<file path="src/rtl/switch_pkg.sv">
// Shared types for the switch conditioning block: default width, switch vector
// type and the per-bit debounce filter state encoding.
package switch_pkg;
  localparam int SWITCH_WIDTH = 4;

  typedef logic [SWITCH_WIDTH-1:0] switch_t;

  // bit[1] = accepted output level, bit[0] = a disagreeing run is in progress
  typedef enum logic [1:0] {
    STABLE_LOW  = 2'b00,
    PEND_HIGH   = 2'b01,
    STABLE_HIGH = 2'b10,
    PEND_LOW    = 2'b11
  } filt_state_e;
endpackage

</file>
<file path="src/rtl/debounce_bit.sv">
// One switch bit's debounce filter: accepts a new level after STABLE_CYCLES
// consecutive disagreeing samples and emits registered rise/fall strobes.
module debounce_bit
  import switch_pkg::*;
#(
  parameter int   STABLE_CYCLES = 16,
  parameter logic RESET_BIT     = 1'b0
) (
  input  logic clock,
  input  logic reset,
  input  logic sync_i,
  output logic level_o,
  output logic rise_o,
  output logic fall_o,
  output logic flip_o
);
  localparam int             CW        = $clog2(STABLE_CYCLES + 1);
  localparam logic [CW-1:0]  LAST      = CW'(STABLE_CYCLES - 1);
  localparam filt_state_e    RST_STATE = RESET_BIT ? STABLE_HIGH : STABLE_LOW;

  filt_state_e   state_q, state_d;
  logic [CW-1:0] cnt_q, cnt_d;
  logic          rise_q, rise_d, fall_q, fall_d;
  logic          level;

  always_ff @(posedge clock) begin
    if (reset) begin
      state_q <= RST_STATE;
      cnt_q   <= '0;
      rise_q  <= 1'b0;
      fall_q  <= 1'b0;
    end else begin
      state_q <= state_d;
      cnt_q   <= cnt_d;
      rise_q  <= rise_d;
      fall_q  <= fall_d;
    end
  end

  assign level = state_q[1];

  always_comb begin
    state_d = state_q;
    cnt_d   = '0;
    rise_d  = 1'b0;
    fall_d  = 1'b0;
    if (sync_i == level) begin
      // any agreeing sample drops a pending run
      state_d = level ? STABLE_HIGH : STABLE_LOW;
    end else if (cnt_q == LAST) begin
      state_d = sync_i ? STABLE_HIGH : STABLE_LOW;
      rise_d  = sync_i;
      fall_d  = ~sync_i;
    end else begin
      cnt_d   = cnt_q + 1'b1;
      state_d = level ? PEND_LOW : PEND_HIGH;
    end
  end

  assign level_o = level;
  assign rise_o  = rise_q;
  assign fall_o  = fall_q;
  assign flip_o  = rise_d | fall_d;
endmodule

</file>
<file path="src/rtl/switch_debouncer.sv">
// Switch pin conditioner: shared 2-FF synchroniser, WIDTH independent debounce
// filters and a registered any-edge indicator aligned with the strobes.
module switch_debouncer
  import switch_pkg::*;
#(
  parameter int               WIDTH         = SWITCH_WIDTH,
  parameter int               STABLE_CYCLES = 16,
  parameter logic [WIDTH-1:0] RESET_LEVEL   = '0
) (
  input  logic             clock,
  input  logic             reset,
  input  logic [WIDTH-1:0] switch_in,
  output logic [WIDTH-1:0] switch_out,
  output logic [WIDTH-1:0] rise_pulse,
  output logic [WIDTH-1:0] fall_pulse,
  output logic             changed
);
  logic [WIDTH-1:0] sync1_q, sync2_q;
  logic [WIDTH-1:0] pulse_d;
  logic             changed_q;

  always_ff @(posedge clock) begin
    if (reset) begin
      sync1_q   <= RESET_LEVEL;
      sync2_q   <= RESET_LEVEL;
      changed_q <= 1'b0;
    end else begin
      sync1_q   <= switch_in;
      sync2_q   <= sync1_q;
      changed_q <= |pulse_d;
    end
  end

  for (genvar i = 0; i < WIDTH; i++) begin : g_bit
    debounce_bit #(
      .STABLE_CYCLES (STABLE_CYCLES),
      .RESET_BIT     (RESET_LEVEL[i])
    ) u_bit (
      .clock   (clock),
      .reset   (reset),
      .sync_i  (sync2_q[i]),
      .level_o (switch_out[i]),
      .rise_o  (rise_pulse[i]),
      .fall_o  (fall_pulse[i]),
      .flip_o  (pulse_d[i])
    );
  end

  assign changed = changed_q;
endmodule
</file>
<file path="config.mk">
export PLATFORM = sky130hd
export DESIGN_NAME = switch_debouncer
export DESIGN_NICKNAME = d
export VERILOG_FILES = /design/src/rtl/switch_pkg.sv /design/src/rtl/debounce_bit.sv /design/src/rtl/switch_debouncer.sv
export SDC_FILE = /design/constraint.sdc
export NUM_CORES = 1
export LEC_CHECK = 0
export CORE_MARGIN = 4
export CORE_UTILIZATION = 50
export CTS_BUF_LIST = sky130_fd_sc_hd__clkbuf_2
export DETAILED_ROUTE_END_ITERATION = 7
export PLACE_DENSITY = 0.73
export SYNTH_ARGS = -nofsm -noshare
export SYNTH_HDL_FRONTEND = slang
export SYNTH_HIERARCHICAL = 1
export SYNTH_SLANG_ARGS = --single-unit
export TNS_END_PERCENT = 50
</file>
<file path="constraint.sdc">
create_clock -name clock -period 2.4 [get_ports clock]
set_clock_uncertainty 0.2 [all_clocks]
set_input_delay 0.6 -clock clock [delete_from_list [all_inputs] [get_ports clock]]
set_output_delay 0.6 -clock clock [all_outputs]
set_load 0.05 [all_outputs]
</file>
# After elaboration in Yosys (flattened, before gate mapping)
# Index checks and enable logic that the tools add are counted.
op_classes:
  add_sub_neg: 4
  eq_ne: 8
  n_mux: 36
  bitwise_logic: 8
  n_reduce_logical: 5
ops:
  columns: ["cell", "n"]
  rows:
  - ["$mux W2", 20]
  - ["$add A5 B1 Y5 const B", 4]
  - ["$eq A5 B4 Y1 const B", 4]
  - ["$mux W1", 16]
  - ["$reduce_or A3 Y1", 4]
  - ["$eq A1 B1 Y1", 4]
  - ["$not A1 Y1", 4]
  - ["$or A1 B1 Y1", 4]
  - ["$reduce_or A4 Y1", 1]
totals:
  register_bits: 45
  input_bits: 6
  out_inout_bits: 13
  wordCells: 80

# Depth between registers and ports, before layout
# Gate-level depths: netlist of the first run.
depth:
  ltp_word: 5
  mapped_depth: 6
  depth_no_buf: 6

# Cells and area by module
# The synthesis of the first run kept the hierarchy.
modules_own_cells:
  columns: ["mod", "n_inst", "cells_each", "area_per_inst_um2"]
  rows:
  - ["debounce_bit", 4, 28, 300.3]
  - ["switch_debouncer", 1, 19, 246.5]

# Worst setup path before layout of the first run
# No wires, ideal clock.
synth_path:
  path_kind: "register to register"
  startpoint: "register g_bit[1].u_bit.cnt_q[0]"
  endpoint: "register changed_q, in the netlist changed"
  t_arrival_ps: 1343
  required_time_ps: 2081
  path_slack_ps: 738
  stages_incl_launch_ff: 7
  period_less_slack_ps: 1662
  cell_sequence: "dfxtp_1 > ha_1 > and3_1 > ha_1 > and2_1 > nor4_2 > nor2_1"
synth_via:
  elab_chain_cells: 5
  elab_cells_between_ends: 7
synth_lines:
  columns: ["item", "line_no", "text"]
  rows:
  - ["start, declared", "debounce_bit.sv:22", "logic [CW-1:0] cnt_q, cnt_d;"]
  - ["start signal, assigned", "debounce_bit.sv:34", "cnt_q <= cnt_d;"]
  - ["$eq A5 B4 Y1 (*)", "debounce_bit.sv:50", "end else if (cnt_q == LAST) begin"]
  - ["$mux W1", "debounce_bit.sv:50", null]
  - ["$mux W1", "debounce_bit.sv:47", "if (sync_i == level) begin"]
  - ["$or A1 B1 Y1 (*)", "debounce_bit.sv:63", "assign flip_o = rise_d | fall_d;"]
  - ["net pulse_d[1]", "switch_debouncer.sv:19", "logic [WIDTH-1:0] pulse_d;"]
  - ["$reduce_or A4 Y1 (*)", "switch_debouncer.sv:30", "changed_q <= |pulse_d;"]
  - ["end signal, assigned", "switch_debouncer.sv:30", null]
  - ["end, declared", "switch_debouncer.sv:20", "logic changed_q;"]
# Mark *: on every way through the listed nets, which the timed path passes. The rest lies on a longest branch.
# A chain may end at the register's enable or synchronous reset.

# Final worst setup path of the first run
layout_path:
  startpoint: "register changed_q, in the netlist changed"
  endpoint: "output changed"
layout_lines:
  columns: ["item", "line_no", "text"]
  rows:
  - ["end, declared", "switch_debouncer.sv:16", "output logic changed"]
# No word-level cell between the ends.

==> flow_metrics.env, run 1 <==
export IMPL_routed_via_count=934
export IMPL_cts_inserted_buffers=5
export IMPL_antenna_found_initial=0
export IMPL_clk_transition_reported_paths_ns=0.17
export IMPL_rrSetupSlack_ns=0.63
export IMPL_finalHoldViolations=0
export IMPL_synth_seq_cells=41
export IMPL_critical_path_top_delay_family="buffers and inverters"
export IMPL_worst_setup_slack_after_placement_ns=0.3778
export IMPL_detailedRoute_firstIterationViolations=10
export IMPL_critical_path_arrival_ns=1.51
export IMPL_number_of_iterations_in_the_first_detailed_routing_pass=4
export IMPL_finalWorstPathRequiredPeriod_ns=2.310
export IMPL_final_hold_worst_slack_ns=0.2569
export IMPL_rsz0062_at_grt="false"
export IMPL_setup_total_negative_slack_ns=0
export IMPL_vias_per_cell=4.942
export IMPL_crit_path_max_incr_delay_ns=0.79
export IMPL_worst_endpoint_required_ns=1.60
export IMPL_fin_area_mm2=0.001723
export IMPL_synth_edf_count=0
export IMPL_min_delay_start="g_bit[2].u_bit/cnt_q[0]"
export IMPL_final_nets=172
export IMPL_grt_max_degree=19
export IMPL_cts_tree="built"
export IMPL_synth_top_area_cell="sky130_fd_sc_hd__dfxtp_1"
export IMPL_cp_slowest_cell="sky130_fd_sc_hd__clkdlybuf4s50_1"
export IMPL_worst_r2r_startpoint="g_bit[0].u_bit/cnt_q[0]"
export IMPL_number_of_h_tree_levels=2
export IMPL_area_delta_synth_final_pct=19.01
export IMPL_worst_tran_pin_value_ns=0.5177
export IMPL_p_leak_uw=0.0008152
export IMPL_placement_rows=19
export IMPL_worstHoldEndpoint="g_bit[2].u_bit/cnt_q[0]"
export IMPL_yosys_top_cells_count="sky130_fd_sc_hd__dfxtp_1, sky130_fd_sc_hd__nor2_1"
export IMPL_fin_ws_ns=0.08969
export IMPL_number_of_sinks_on_the_clock_net=41
export IMPL_status="completed"
export IMPL_first_pass_grt_wire_length_um=3739
export IMPL_remaining_number_of_nets_flagged_by_the_antenna_check_after_routing=0
export IMPL_reg2reg_depth=6
export IMPL_timing_setup_critical_path_class="flop to primary output"
export IMPL_worst_setup_path_start_kind="flop"
export IMPL_remaining_drc_errors=0
export IMPL_timing_hold_worst_class="flop to flop"
export IMPL_n_antenna_cell=0
export IMPL_fillerInstances=236
export IMPL_postSynth_topFlopCell="sky130_fd_sc_hd__dfxtp_1"
export IMPL_floorplan_initialDensity_pct=52.50
export IMPL_postSynthCellCount=131
export IMPL_core_region_area_mm2=0.002758
export IMPL_clock_insertion_delay_worst_skew_ns=0.37
export IMPL_dpl_cell_area_mm2=0.001682
export IMPL_drive_above_1_share_pct=10.76
export IMPL_timing_critical_path_fanout_max=1
export IMPL_post_synth_top_area_fraction_pct=56.70
export IMPL_ioPinCount=19
export IMPL_worst_setup_path_startpoint="changed"
export IMPL_postLayoutCoreUtil_pct=62.48
export IMPL_cell_chain_critical_path="clkdlybuf4s50_1"
export IMPL_critical_path_n_buffers_inverters=1
export IMPL_detail_route_wirelength_um=2242
export IMPL_hpwlAfterDp_um=1671
export IMPL_synth_cell_area_mm2=0.001448
export IMPL_grtUsageTotal_pct=13.74
export IMPL_count_of_final_setup_violators=0
export IMPL_syn_area_per_cell_um2=11.05
export IMPL_max_cap_viol_count=0
export IMPL_place_port_buffers=18
export IMPL_ys_top_cells_by_area="sky130_fd_sc_hd__dfxtp_1, sky130_fd_sc_hd__ha_1, sky130_fd_sc_hd__nor2_1"
export IMPL_synth_seq_area_share_pct=56.70
export IMPL_via_count_of_the_first_global_routing_pass=886
export IMPL_finalCritPeriodShare_pct=96.26
export IMPL_globalplace_congestion=0.7055
export IMPL_clock_root_buffer="sky130_fd_sc_hd__clkbuf_2"
export IMPL_synthDistinctLibCells=15
export IMPL_async_reset_ff_share_pct=0
export IMPL_power_ir_vdd_worst_mv=0.4548
export IMPL_die_area_mm2=0.003820
export IMPL_postCtsHoldBufs=0
export IMPL_cts_buffer_depth=2
export IMPL_setup_worst_path_end_class="primary output"
export IMPL_worst_hold_path_num_cells=1
export IMPL_dieWidth_um=61.81
export IMPL_die_height_um=61.81
export IMPL_worst_slew_margin_pct=65.43
export IMPL_report_final_slew_viol_count=0
export IMPL_wl_per_cell_um=11.86
export IMPL_max_clock_freq_ghz=0.4328
export IMPL_mappedNetlistNets=145
export IMPL_yosysMostFrequentCell="sky130_fd_sc_hd__dfxtp_1"
export IMPL_global_route_overflow_total=0
export IMPL_synthesis_yosys_warnings=6
export IMPL_r2r_end="changed"
export IMPL_pwr_density_cell_mw_per_mm2=573.0
registers in the layout, summed over array words and instances, names as in the netlist:
signal               count
g_bit.u_bit/rise_o       4
changed                  1
g_bit.u_bit/state_q      4
sync2_q                  4
g_bit.u_bit/cnt_q       20
g_bit.u_bit/fall_o       4
sync1_q                  4
per-stage QoR:
step           total power [uW]  cells
5_1_grt                    1045    189
4_1_cts                    1005    189
3_5_place_dp              740.3    182
6_report                  987.2    189
2_1_floorplan             720.9    131
3_3_place_gp              738.8    182
routing by layer:
layer / part of all wire [%] / up-vias / GRT usage (%)
met5: 0 / - / 0
met3: 5.6 / 2 / 7.231
met2: 49 / 19 / 21.38
met1: 45 / 424 / 15.58
met4: 0.76 / 0 / 6.364
li1: - / 489 / -
final cells by class:
type	instances	area, um2	area share (%)
Tap cell	31	38.79	2.251
Sequential cell	41	820.8	47.64
Clock buffer	6	30.03	1.743
Timing Repair Buffer	20	202.7	11.76
Inverter	4	15.01	0.8715
Clock inverter	1	3.754	0.2179
Multi-Input combinational cell	86	611.8	35.51
what timing repair did:
action | in CTS | in global routing
setup buffers | 0 | 0
gates resized for setup | 4 | 5
cloned | 0 | 0
setup endpoints to repair | 4 | 5
where the power goes:
| part | internal (uW) | switching (uW) |
|---|---|---|
| combinational | 16.2 | 14.7 |
| clock | 68.1 | 193 |
| sequential | 690 | 5.05 |
| total | 774 | 213 |
worst max path at each step:
stage                                to  depth (start not counted)
after floorplan                 changed                          6
final                           changed                          1
after global routing      rise_pulse[1]                          1
after CTS                 fall_pulse[1]                          1
after global placement    switch_out[1]                          1
after detailed placement  switch_out[1]                          1
kinds of logic after synthesis:
| logic type | Yosys count | synth area share (%) |
|---|---|---|
| and+or+nand+nor | 62 | 25.32 |
| DFF | 41 | 56.70 |
| buffers and inverters | 4 | 1.037 |
| xor gates and xnor gates | 12 | 7.260 |
| muxes | 4 | 2.766 |
| adders and majority gates | 8 | 6.915 |
cells in the final DEF, fill, tap and decap left out, drive strengths merged:
cell type / synthesis / layout
buf: 0 / 2
dfxtp: 41 / 41
nand2: 4 / 4
dlymetal6s2s: 0 / 5
clkdlybuf4s50: 0 / 9
and2: 4 / 4
nor4: 1 / 1
xor2: 8 / 8
nor2b: 8 / 8
nand3: 4 / 4
inv: 4 / 4
dlygate4sd2: 0 / 4
nor4bb: 4 / 4
nor2: 25 / 25
and4bb: 4 / 4
xnor2: 4 / 4
clkinv: 0 / 1
clkbuf: 0 / 6
ha: 8 / 8
and3: 8 / 8
mux2i: 4 / 4
Note: power is estimated with default switching activity, not from simulation.
==> inputs of run 2 (changes only) <==
REMOVE_ABC_BUFFERS = 1   (was not set)
==> results of run 2 <==
The final DEF is identical to that of run 1; final timing and power are the same.
==> inputs of run 3 (changes only) <==
SLEW_MARGIN = 20   (was not set)
==> results of run 3 <==
The final DEF is identical to that of run 1; final timing and power are the same.
